[src/rtl/cache_fill_ctrl.sv]
// Cache-miss block fill controller: fetches a whole block from memory under a
// ready/valid handshake, bypasses the missed word early and writes the tag last.
module cache_fill_ctrl #(
    parameter int ADDR_W = 16,
    parameter int DATA_W = 16,
    parameter int WORDS  = 8,
    parameter bit CWF    = 1'b1
) (
    input  logic                     clk,
    input  logic                     rst,
    input  logic                     miss_detected,
    input  logic [ADDR_W-1:0]        miss_address,
    input  logic                     mem_ready,
    input  logic                     mem_data_valid,
    input  logic [DATA_W-1:0]        mem_data,
    output logic                     fsm_busy,
    output logic                     mem_req,
    output logic [ADDR_W-1:0]        mem_addr,
    output logic                     write_data_array,
    output logic [$clog2(WORDS)-1:0] write_word,
    output logic [DATA_W-1:0]        write_data,
    output logic                     write_tag_array,
    output logic [ADDR_W-1:0]        tag_addr,
    output logic                     crit_valid,
    output logic [DATA_W-1:0]        crit_data
);

    localparam int BPW   = DATA_W / 8;
    localparam int OFF_W = $clog2(WORDS);
    localparam int BOFF  = $clog2(BPW);
    localparam int CNT_W = OFF_W + 1;
    localparam int BLK_W = OFF_W + BOFF;
    localparam logic [ADDR_W-1:0] BLK_MASK = {{(ADDR_W-BLK_W){1'b1}}, {BLK_W{1'b0}}};
    localparam logic [CNT_W-1:0]  WORDS_C  = CNT_W'(WORDS);
    localparam logic [CNT_W-1:0]  LAST_C   = CNT_W'(WORDS - 1);

    typedef enum logic [1:0] {IDLE, FILL, TAG} state_t;

    state_t            state;
    state_t            state_next;
    logic [ADDR_W-1:0] base;
    logic [OFF_W-1:0]  crit;
    logic [CNT_W-1:0]  issue_cnt;
    logic [CNT_W-1:0]  ret_cnt;
    logic [DATA_W-1:0] crit_q;
    logic [OFF_W-1:0]  issue_idx;
    logic [OFF_W-1:0]  ret_idx;
    logic              issue_fire;
    logic              ret_fire;

    // Word order: wrap from the missed word, or plain linear from word 0.
    always_comb begin
        issue_idx = issue_cnt[OFF_W-1:0];
        ret_idx   = ret_cnt[OFF_W-1:0];
        if (CWF) begin
            issue_idx = crit + issue_cnt[OFF_W-1:0];
            ret_idx   = crit + ret_cnt[OFF_W-1:0];
        end
    end

    assign issue_fire = (state == FILL) && (issue_cnt < WORDS_C) && mem_ready;
    assign ret_fire   = (state == FILL) && mem_data_valid && (ret_cnt < issue_cnt);

    always_ff @(posedge clk) begin
        if (rst) begin
            state <= IDLE;
        end else begin
            state <= state_next;
        end
    end

    always_comb begin
        state_next = state;
        case (state)
            IDLE:    if (miss_detected) state_next = FILL;
            FILL:    if (ret_fire && (ret_cnt == LAST_C)) state_next = TAG;
            TAG:     state_next = IDLE;
            default: state_next = IDLE;
        endcase
    end

    // Returns only count against requests already issued, so stray valids are dropped.
    always_ff @(posedge clk) begin
        if (rst) begin
            base      <= '0;
            crit      <= '0;
            issue_cnt <= '0;
            ret_cnt   <= '0;
            crit_q    <= '0;
        end else begin
            if ((state == IDLE) && miss_detected) begin
                base      <= miss_address & BLK_MASK;
                crit      <= miss_address[BLK_W-1:BOFF];
                issue_cnt <= '0;
                ret_cnt   <= '0;
            end
            if (issue_fire) begin
                issue_cnt <= issue_cnt + CNT_W'(1);
            end
            if (ret_fire) begin
                ret_cnt <= ret_cnt + CNT_W'(1);
                if (ret_idx == crit) begin
                    crit_q <= mem_data;
                end
            end
        end
    end

    always_comb begin
        fsm_busy         = (state != IDLE) || miss_detected;
        mem_req          = 1'b0;
        mem_addr         = '0;
        write_data_array = 1'b0;
        write_word       = '0;
        write_data       = '0;
        write_tag_array  = 1'b0;
        tag_addr         = base;
        crit_valid       = 1'b0;
        crit_data        = crit_q;
        case (state)
            FILL: begin
                mem_req = issue_cnt < WORDS_C;
                if (mem_req) begin
                    mem_addr = base + (ADDR_W'(issue_idx) << BOFF);
                end
                if (ret_fire) begin
                    write_data_array = 1'b1;
                    write_word       = ret_idx;
                    write_data       = mem_data;
                    if (ret_idx == crit) begin
                        crit_valid = 1'b1;
                        crit_data  = mem_data;
                    end
                end
            end
            TAG:     write_tag_array = 1'b1;
            default: ;
        endcase
    end

endmodule

[config.mk]
export PLATFORM = sky130hd
export DESIGN_NAME = cache_fill_ctrl
export DESIGN_NICKNAME = d
export VERILOG_FILES = /design/src/rtl/cache_fill_ctrl.sv
export SDC_FILE = /design/constraint.sdc
export NUM_CORES = 1
export LEC_CHECK = 0
export CAP_MARGIN = 5
export CORE_MARGIN = 1.5
export CORE_UTILIZATION = 33
export DETAILED_ROUTE_END_ITERATION = 16
export GPL_ROUTABILITY_DRIVEN = 0
export PLACE_DENSITY = 0.73
export SLEW_MARGIN = 5
export SYNTH_ARGS = -nofsm -noshare
export SYNTH_HDL_FRONTEND = slang
export SYNTH_SLANG_ARGS = --single-unit
[constraint.sdc]
create_clock -name clk -period 7.45 [get_ports clk]
set_input_delay 1.49 -clock clk [delete_from_list [all_inputs] [get_ports clk]]
set_output_delay 1.49 -clock clk [all_outputs]
set_load 0.02 [all_outputs]
==> key figures, run 1 <==
Outcome
  – Status: complete, no violations

Synth
  – Syn avg cell area: 8.40 um2
  – Synth area leaders: dfxtp_1, nand2_1, and2_1, mux2i_1, mux2_2
  – Area leader, netlist: dfxtp_1
  – Most frequent cell after synthesis: nand2_1
  – Register area share after synthesis: 0.350
  – Post-synth EDFFs: 0
  – Mapped Area: 2340 um2
  – Ys flop type: dfxtp_1
  – Synth top cells by count: nand2_1, dfxtp_1, and2_1
  – Yosys reg bits: 41
  – Area share of the largest cell type after synthesis: 0.350
  – Post-synthesis async set-or-reset flop share: 0
  – Yosys cell types: 41
  – Mapped Cells: 279
  – Syn. warnings: 0

Run
  – MaxCap Viol Count: 0

Pwr
  – Total chip power: 0.460 mW
  – PwrDens: 132 nW/um2
  – Leakage: 1.27 nW
  – VDD IR max: 0.0678 mV

Worst setup path
  – Worst R2R Path Depth: 8
  – CP Launch Type: input port
  – Data arrival time of the worst path: 3.74 ns
  – Worst-path maximum fanout: 33
  – Setup crit end kind: output pin
  – Worst EP required: 5.96 ns
  – Setup CP Type: in2out

Routing
  – TritonRoute pass-1 iters: 4
  – Drc violations: 0
  – Drt total wl: 5.80 mm
  – Vias per cell: 4.64
  – Routed vias: 2181
  – Drt wl/cell: 12.3 um
  – Final antenna-violating net count: 0
  – Initial drt markers: 66

Clock tree
  – Cts repair resizes: 0
  – Clk sink count: 41
  – Clk root buf: clkbuf_8
  – Number of buffers created by CTS: 5
  – # H-tree levels: 2
  – CTS max path bufs: 2
  – Clock transition at path regs: 0.08 ns
  – Skew-Pair Late Insertion Delay: 0.29 ns
  – Post-CTS Setup Bufs: 0
  – CTS hold repair buffers: 0
  – Clock tree from TritonCTS: built

STA
  – Final setup violating endpoints: 0
  – Clock Skew: 0.00670 ns
  – Final Hold Violating Endpoints: 0
  – Slew @ Worst Pin: 1.04 ns
  – Fmax: 191 MHz
  – Fin crit period: 5.23 ns
  – Slew Limit Headroom: 0.303
  – Setup TNS: 0 ns
  – Fin crit share: 0.702
  – RSZ-0062 raised after global routing: no
  – Slew Limit Fails: 0

Floorplan
  – # IOs: 109
  – Die footprint: 7620 um2
  – Starting Density: 0.343
  – FP Rows: 30
  – Width of the die: 87.3 um
  – Die H: 87.3 um
  – Core area: 6830 um2

Layout
  – P&R area growth vs syn: 48.1%
  – Share of layout cells above drive strength 1: 0.0749
  – Filler cell count in the final layout: 667
  – Antenna Cells: 0
  – Final nets: 419

GRT
  – Number of global-route vias before repair: 2154
  – Pin count of the biggest net entering global routing: 35
  – GRT Total Usage: 0.154
  – GRT overflow: 0
  – First-pass GRT wire length: 9.47 mm
  – Antenna violations before repair: 0

Placement
  – Input/output buffers: 102
  – DP HPWL: 4.14 mm

Worst hold path
  – Hold Crit Class: reg2reg
  – WHS Path Cells: 2
## per-stage QoR
step | hold WS, ns | area, um2 | setup slack, ns | utilization | instances
after floorplan | 0.431 | 2360 | 3.41 | - | 283
after global placement | 0.439 | 3390 | 2.22 | 0.496 | 462
after detailed placement | 0.449 | 3390 | 2.22 | 0.496 | 462
after CTS | 0.461 | 3470 | 2.21 | 0.508 | 470
after global routing | 0.491 | 3470 | 2.14 | 0.508 | 470
final | 0.455 | 3470 | 2.22 | 0.508 | 470
## layout by cell type, fill, tap and decap left out, types with 2 or more instances in the layout
cell type          n
nor2b_1            2
nand3_1            6
ha_1               7
or3_1              2
nand2b_1           3
and2_1            31
nor3_1             4
buf_4              2
inv_1              7
o31ai_1            2
fa_1               2
conb_1             5
dfxtp_1           41
a21oi_1           20
mux2i_1           16
mux2_1             4
nand2_1           66
nor3b_1            2
o211ai_1           2
mux2_2            12
clkdlybuf4s50_1  102
or2_2              2
clkbuf_8           5
xor2_1             3
clkinv_2           2
nor2_1             5
xnor2_1            4
## cell families (layout without fill, tap and decap cells)
| group | Yosys count | in the layout | synth area share |
|---|---|---|---|
| mux | 32 | 32 | 0.145 |
| fa+ha+maj | 9 | 9 | 0.0544 |
| compound gates | 29 | 29 | 0.0742 |
| flops | 41 | 41 | 0.350 |
| buf+inv | 30 | 121 | 0.0678 |
| simple gates | 130 | 130 | 0.281 |
| other cells | 1 | 5 | 0.00160 |
| xor+xnor | 7 | 7 | 0.0261 |
## final timing paths
path / end / startpoint / slack, ns
setup reg to reg: crit_q[5]$_SDFF_PP0_ / ret_cnt[0]$_SDFFE_PP0P_ / 5.06
hold reg to reg: crit_q[11]$_SDFF_PP0_ / crit_q[11]$_SDFF_PP0_ / 0.45
setup / recovery: crit_data[5] / mem_data_valid / 2.22
hold / removal: crit_q[11]$_SDFF_PP0_ / crit_q[11]$_SDFF_PP0_ / 0.45
## per-layer routing
metal | wire (um) | GRT usage | vias to the layer above | share of wire
met5 | 0 | 0 | - | 0
met4 | 48 | 0.0476 | 0 | 0.0083
met3 | 290 | 0.0341 | 4 | 0.050
met2 | 2890 | 0.278 | 62 | 0.50
met1 | 2570 | 0.181 | 1013 | 0.44
li1 | - | - | 1102 | -
## where the power goes
group | switching [mW] | total [mW] | internal [mW]
clock | 0.0750 | 0.140 | 0.0650
combinational | 0.0458 | 0.0888 | 0.0430
sequential | 0.00572 | 0.231 | 0.225
## final cells by class
cell class / instances / area [um2] / area share
inverter: 9 / 33.8 / 0.00973
clock buffer: 6 / 72.6 / 0.0209
clock inverter: 2 / 10.0 / 0.00288
multi-input combinational: 212 / 1380 / 0.397
timing repair buffer: 104 / 1040 / 0.298
tap: 96 / 120 / 0.0346
sequential: 41 / 821 / 0.236
## flip-flops by register name, summed over array words and instances (netlist names)
name       cells
issue_cnt      4
state          2
crit_q        16
crit           3
ret_cnt        4
tag_addr      12
## critical path: stages
cell,delay [ns]
clkdlybuf4s50_1,0.50
nand4b_4,0.18
nor3_4,0.19
buf_4,0.43
mux2_2,0.39
clkdlybuf4s50_1,0.54
Power figures use the tool's default switching activity.
==> run 2: changes to the inputs <==
==> constraint.sdc (replaced) <==
create_clock -name clk -period 5.2 [get_ports clk]
set_input_delay 1.04 -clock clk [delete_from_list [all_inputs] [get_ports clk]]
set_output_delay 1.04 -clock clk [all_outputs]
set_load 0.02 [all_outputs]
==> run 2 against run 1 <==
  * Cell area up 0.68%
  * Via count down 1.5%
  * Sequential share of layout area down 0.16 points
  * Die area unchanged
  * Total power up 45%
  * Clock power up 51%
  * Combinational power up 43%
  * Sequential power up 43%
  * Final cell count up 0.43%
  * Register-to-register slack worse by 2.2 ns
  * Largest power group unchanged
  * Global-route usage down 0.36 points
  * Core utilization up 0.35 points
==> key figures, run 2 (synthesized netlist as in run 1, its figures left out) <==
Outcome
  – Status: complete, no violations (unchanged)

Worst setup path
  – CP Launch Type: input port (unchanged)
  – Crit path launch: mem_data_valid (unchanged)
  – Worst R2R End: crit_q[12]$_SDFF_PP0_ (was crit_q[5]$_SDFF_PP0_)
  – Worst R2R Path Depth: 8 (unchanged)
  – Setup crit end kind: output pin (unchanged)
  – R2R setup slack: 2.81 ns (was 5.06 ns)
  – RR Startpoint: ret_cnt[0]$_SDFFE_PP0P_ (unchanged)
  – Data arrival time of the worst path: 3.31 ns (was 3.74 ns)
  – Worst EP required: 4.16 ns (was 5.96 ns)
  – Critical Path End: crit_data[1] (was crit_data[5])
  – Setup CP Type: in2out (unchanged)
  – Worst-path maximum fanout: 33 (unchanged)

Pwr
  – Design internal power: 0.479 mW (was 0.333 mW)
  – Logic pwr share: 0.190 (was 0.193)
  – Net Sw Frac: 0.283 (was 0.275)
  – Psw: 0.189 mW (was 0.127 mW)
  – Leakage: 1.28 nW (was 1.27 nW)
  – Clock Power Share: 0.315 (was 0.304)
  – PwrDens: 191 nW/um2 (was 132 nW/um2)
  – VDD IR max: 0.115 mV (was 0.0678 mV)
  – Part of the power in registers: 0.495 (was 0.502)

GRT
  – Pin count of the biggest net entering global routing: 34 (was 35)
  – First-pass GRT wire length: 9.17 mm (was 9.47 mm)
  – Global route hottest layer: met2 (unchanged)
  – GRT Total Usage: 0.151 (was 0.154)
  – Antenna violations before repair: 0 (unchanged)
  – Met3 usage: 0.0360 (was 0.0341)
  – Number of global-route vias before repair: 2028 (was 2154)
  – GRT overflow: 0 (unchanged)
  – M1 GR Usage: 0.182 (was 0.181)
  – Met2 GRT Util: 0.260 (was 0.278)

STA
  – Slew @ Worst Pin: 0.766 ns (was 1.04 ns)
  – Final Hold Violating Endpoints: 0 (unchanged)
  – Setup TNS: 0 ns (unchanged)
  – RSZ-0062 raised after global routing: no (unchanged)
  – Final setup violating endpoints: 0 (unchanged)
  – Fin crit share: 0.836
  – Slew Limit Headroom: 0.488 (was 0.303)
  – Fin crit period: 4.35 ns
  – Fin worst setup slack: 0.854 ns (was 2.22 ns)
  – Fmax: 230 MHz
  – Clock Skew: 0.00672 ns (was 0.00670 ns)
  – Slew Limit Fails: 0 (unchanged)

Clock tree
  – Skew-Pair Late Insertion Delay: 0.30 ns (was 0.29 ns)
  – CTS max path bufs: 2 (unchanged)
  – Cts repair resizes: 0 (unchanged)
  – # H-tree levels: 2 (unchanged)
  – CTS hold repair buffers: 0 (unchanged)
  – Number of buffers created by CTS: 5 (unchanged)
  – Post-CTS Setup Bufs: 0 (unchanged)
  – Clock transition at path regs: 0.08 ns (about the same)
  – Clk root buf: clkbuf_8 (unchanged)
  – Clk sink count: 41 (unchanged)
  – Clock tree from TritonCTS: built (unchanged)

Floorplan
  – Width of the die: 87.3 um (unchanged)
  – Die H: 87.3 um (unchanged)
  – # IOs: 109 (unchanged)
  – Die footprint: 7620 um2 (unchanged)
  – Starting Density: 0.343 (unchanged)
  – FP Rows: 30 (unchanged)
  – Core area: 6830 um2 (unchanged)

Placement
  – DP Area: 3410 um2 (was 3390 um2)
  – Pre-CTS setup slack: 0.824 ns (was 2.22 ns)
  – DP HPWL: 4.20 mm (was 4.14 mm)
  – Input/output buffers: 102 (unchanged)

Routing
  – TritonRoute pass-1 iters: 4 (unchanged)
  – Drc violations: 0 (unchanged)
  – Vias per cell: 4.55 (was 4.64)
  – Drt total wl: 5.67 mm (was 5.80 mm)
  – Final antenna-violating net count: 0 (unchanged)
  – Drt wl/cell: 12.0 um (was 12.3 um)
  – Routed vias: 2148 (was 2181)
  – Initial drt markers: 57 (was 66)

Run
  – MaxCap Viol Count: 0 (unchanged)

Layout
  – Max FFs per register: 16 (unchanged)
  – Share of layout cells above drive strength 1: 0.0824 (was 0.0749)
  – Antenna Cells: 0 (unchanged)
  – Most common cell after layout, fill and taps aside: clkdlybuf4s50_1 (unchanged)
  – Commonest non-fill, non-tap cells in the layout: clkdlybuf4s50_1, nand2_1, dfxtp_1 (unchanged)
  – P&R area growth vs syn: 49.1% (was 48.1%)
  – Final nets: 421 (was 419)
  – Final instance area: 3500 um2 (was 3470 um2)
  – Biggest register: crit_q (unchanged)

Worst hold path
  – HP Start: crit_q[11]$_SDFF_PP0_ (unchanged)
  – Hold Crit Class: reg2reg (unchanged)
==> run 2: cell types whose count changed in the layout (fill, tap and decap cells not counted), sizes merged <==
cell      before  now
buf            2    4
clkbuf         6    5
clkinv         3    1
clkinvlp       0    3
==> run 2: worst min path at each step <==
stage | slack [ns] | end | cells past startpoint
after floorplan | 0.43 | crit_q[11]$_SDFF_PP0_ | 2
after global placement | 0.44 | crit_q[14]$_SDFF_PP0_ | 2
after detailed placement | 0.45 | crit_q[11]$_SDFF_PP0_ | 2
after CTS | 0.46 | crit_q[11]$_SDFF_PP0_ | 2
after global routing | 0.48 | crit_q[10]$_SDFF_PP0_ | 2
final | 0.46 | crit_q[11]$_SDFF_PP0_ | 2
==> run 2: metal layers <==
layer,up-vias,wire [um]
met5,-,0
met4,0,68
met3,5,294
met2,55,2890
met1,989,2420
li1,1099,-
==> run 2: cell type report <==
| cell class | count | area, um2 |
|---|---|---|
| fill | 687 | 3330 |
| tap | 96 | 120 |
| sequential | 41 | 821 |
| clock inverter | 3 | 22.5 |
| inverter | 9 | 33.8 |
| timing repair buffer | 106 | 1050 |
| clock buffer | 5 | 68.8 |
| multi-input combinational | 212 | 1380 |
==> run 2: power by group through the flow <==
stage	sequential, mW	clock, mW	combinational, mW
floorplan	0.343	0	0.0612
finish	0.331	0.211	0.127
global route	0.332	0.231	0.140
CTS	0.331	0.221	0.129
detailed placement	0.338	0	0.129
global placement	0.338	0	0.127
==> run 2: critical path, stage by stage <==
cell and delay [ns]:
clkdlybuf4s50_1 0.50, nand4b_4 0.19, nor3_4 0.19, buf_4 0.43, mux2_2 0.39, clkdlybuf4s50_1 0.55
==> run 2: stage by stage <==
step	utilization	cells	hold slack [ns]	total power, mW
2_1_floorplan	-	283	0.431	0.404
3_3_place_gp	0.499	464	0.440	0.464
3_5_place_dp	0.499	464	0.447	0.467
4_1_cts	0.512	472	0.459	0.681
5_1_grt	0.512	472	0.476	0.702
6_report	0.512	472	0.457	0.669
==> run 3: changes to the inputs <==
==> constraint.sdc (replaced) <==
create_clock -name clk -period 4.4 [get_ports clk]
set_input_delay 0.88 -clock clk [delete_from_list [all_inputs] [get_ports clk]]
set_output_delay 0.88 -clock clk [all_outputs]
set_load 0.02 [all_outputs]
==> run 3 against run 2 <==
  * Wire length increased by 3.6%
  * Final cell count is 0.21% lower
  * Critical endpoint is now crit_data[5]
  * Sequential share of layout area about the same
  * Combinational power up 19%
  * Die area unchanged
  * First-iteration DRC count rose by 37%
  * Clock skew is 0.0013 ns lower
  * Clock power grew 19%
  * Cell area barely moved
  * Core utilization about the same
  * Largest cell class unchanged
  * Flip-flop and latch count unchanged
  * Setup slack got worse by 0.48 ns
==> key figures, run 3 (synthesized netlist as in run 1, its figures left out) <==
Outcome
  – Status: complete, no violations (unchanged)

Worst setup path
  – Worst R2R Path Depth: 8 (unchanged)
  – Worst R2R End: crit_q[6]$_SDFF_PP0_ (was crit_q[12]$_SDFF_PP0_)
  – Worst-path maximum fanout: 33 (unchanged)
  – Critical Path End: crit_data[5] (was crit_data[1])
  – CP Launch Type: register (was input port)
  – Setup crit end kind: output pin (unchanged)
  – Crit path launch: ret_cnt[0]$_SDFFE_PP0P_ (was mem_data_valid)
  – RR Startpoint: ret_cnt[0]$_SDFFE_PP0P_ (unchanged)
  – R2R setup slack: 2.17 ns (was 2.81 ns)
  – Data arrival time of the worst path: 3.14 ns (was 3.31 ns)
  – Setup CP Type: reg2out (was in2out)
  – Worst EP required: 3.52 ns (was 4.16 ns)

Routing
  – Routed vias: 2176 (was 2148)
  – Drt total wl: 5.87 mm (was 5.67 mm)
  – Initial drt markers: 78 (was 57)
  – Vias per cell: 4.62 (was 4.55)
  – TritonRoute pass-1 iters: 6 (was 4)
  – Final antenna-violating net count: 0 (unchanged)
  – Drc violations: 0 (unchanged)
  – Drt wl/cell: 12.5 um (was 12.0 um)

Placement
  – DP HPWL: 4.30 mm (was 4.20 mm)
  – Input/output buffers: 102 (unchanged)
  – Dpl cells: 463 (was 464)

Layout
  – Filler cell count in the final layout: 688 (was 687)
  – Share of layout cells above drive strength 1: 0.0773 (was 0.0824)
  – Commonest non-fill, non-tap cells in the layout: clkdlybuf4s50_1, nand2_1, dfxtp_1 (unchanged)
  – Finished Layout Cells: 471 (was 472)
  – Final nets: 420 (was 421)
  – Max FFs per register: 16 (unchanged)
  – Antenna Cells: 0 (unchanged)
  – Util after Layout: 0.512 (about the same)
  – Most common cell after layout, fill and taps aside: clkdlybuf4s50_1 (unchanged)
  – P&R area growth vs syn: 49.2% (was 49.1%)
  – Biggest register: crit_q (unchanged)

Run
  – MaxCap Viol Count: 0 (unchanged)

STA
  – Min Hold Slack: 0.458 ns (was 0.457 ns)
  – Fin crit share: 0.915
  – Final setup violating endpoints: 0 (unchanged)
  – Clock Skew: 0.00539 ns (was 0.00672 ns)
  – Slew @ Worst Pin: 0.834 ns (was 0.766 ns)
  – Slew Limit Headroom: 0.441 (was 0.488)
  – Final Hold Violating Endpoints: 0 (unchanged)
  – Fmax: 248 MHz
  – Slew Limit Fails: 0 (unchanged)
  – RSZ-0062 raised after global routing: no (unchanged)
  – Fin crit period: 4.02 ns
  – Setup TNS: 0 ns (unchanged)

Pwr
  – Leakage: 1.27 nW (was 1.28 nW)
  – Total chip power: 0.793 mW (was 0.669 mW)
  – PwrDens: 227 nW/um2 (was 191 nW/um2)
  – VDD IR max: 0.134 mV (was 0.115 mV)

Clock tree
  – Clk sink count: 41 (unchanged)
  – CTS max path bufs: 2 (unchanged)
  – CTS hold repair buffers: 0 (unchanged)
  – Skew-Pair Late Insertion Delay: 0.29 ns (was 0.30 ns)
  – Clock transition at path regs: 0.08 ns (about the same)
  – Post-CTS Setup Bufs: 0 (unchanged)
  – Clk root buf: clkbuf_8 (unchanged)
  – Clock tree from TritonCTS: built (unchanged)
  – Cts repair resizes: 0 (unchanged)
  – Number of buffers created by CTS: 5 (unchanged)
  – # H-tree levels: 2 (unchanged)

Floorplan
  – FP Rows: 30 (unchanged)
  – Die H: 87.3 um (unchanged)
  – Die footprint: 7620 um2 (unchanged)
  – Width of the die: 87.3 um (unchanged)
  – # IOs: 109 (unchanged)
  – Starting Density: 0.343 (unchanged)
  – Core area: 6830 um2 (unchanged)

GRT
  – Antenna violations before repair: 0 (unchanged)
  – First-pass GRT wire length: 9.45 mm (was 9.17 mm)
  – Number of global-route vias before repair: 2125 (was 2028)
  – GRT overflow: 0 (unchanged)
  – GRT Total Usage: 0.155 (was 0.151)
  – Pin count of the biggest net entering global routing: 35 (was 34)

Worst hold path
  – Hold Crit Class: reg2reg (unchanged)
[run 3: changes by cell type in the layout (fill, tap and decap cells not counted), sizes merged]
cell	change
buf	-1
clkbuf	+1
clkinvlp	-1
[run 3: report_power, final]
group          total (mW)  switching, mW  internal [mW]
Clock               0.251          0.139          0.112
Combinational       0.151         0.0777         0.0736
Sequential          0.391        0.00940          0.381
Total               0.793          0.226          0.567
[run 3: critical path, cell delays in order, from the launching register on]
cell and delay [ns]:
dfxtp_1 0.45, ha_1 0.19, inv_1 0.05, fa_1 0.53
xor2_1 0.16, nand3_1 0.14, nor3_4 0.17, buf_12 0.24
mux2_2 0.37, clkdlybuf4s50_1 0.54
[run 3: stage by stage]
step                      setup slack (ns)  cell area [um2]
after floorplan                       1.32             2360
after global placement               0.519             3410
after detailed placement             0.506             3410
after CTS                            0.359             3500
after global routing                 0.225             3500
final                                0.376             3500
[run 3: cell type report]
cell class	instances	area, um2	area share
multi-input cells	212	1380	0.394
repair buffers	105	1060	0.302
flip-flops and latches	41	821	0.235
well taps	96	120	0.0343
clock buffers	6	72.6	0.0207
inverters	9	33.8	0.00966
clock inverters	2	15.0	0.00429
[run 3: per-layer routing]
layer	vias up	routed length (um)	part of all wire	track usage
met5	-	0	0	0
met4	0	39	0.0066	0.0519
met3	2	294	0.050	0.0351
met2	60	3010	0.51	0.273
met1	1009	2530	0.43	0.184
li1	1105	-	-	-
[run 3: how the worst min path moves through the flow]
stage                               start               endpoint  slack (ns)  cells past startpoint
finish              crit_q[10]$_SDFF_PP0_  crit_q[10]$_SDFF_PP0_        0.46                      2
global route         crit_q[0]$_SDFF_PP0_   crit_q[0]$_SDFF_PP0_        0.48                      2
CTS                  crit_q[7]$_SDFF_PP0_   crit_q[7]$_SDFF_PP0_        0.46                      2
detailed placement   crit_q[7]$_SDFF_PP0_   crit_q[7]$_SDFF_PP0_        0.45                      2
global placement    crit_q[12]$_SDFF_PP0_  crit_q[12]$_SDFF_PP0_        0.44                      2
floorplan           crit_q[11]$_SDFF_PP0_  crit_q[11]$_SDFF_PP0_        0.43                      2
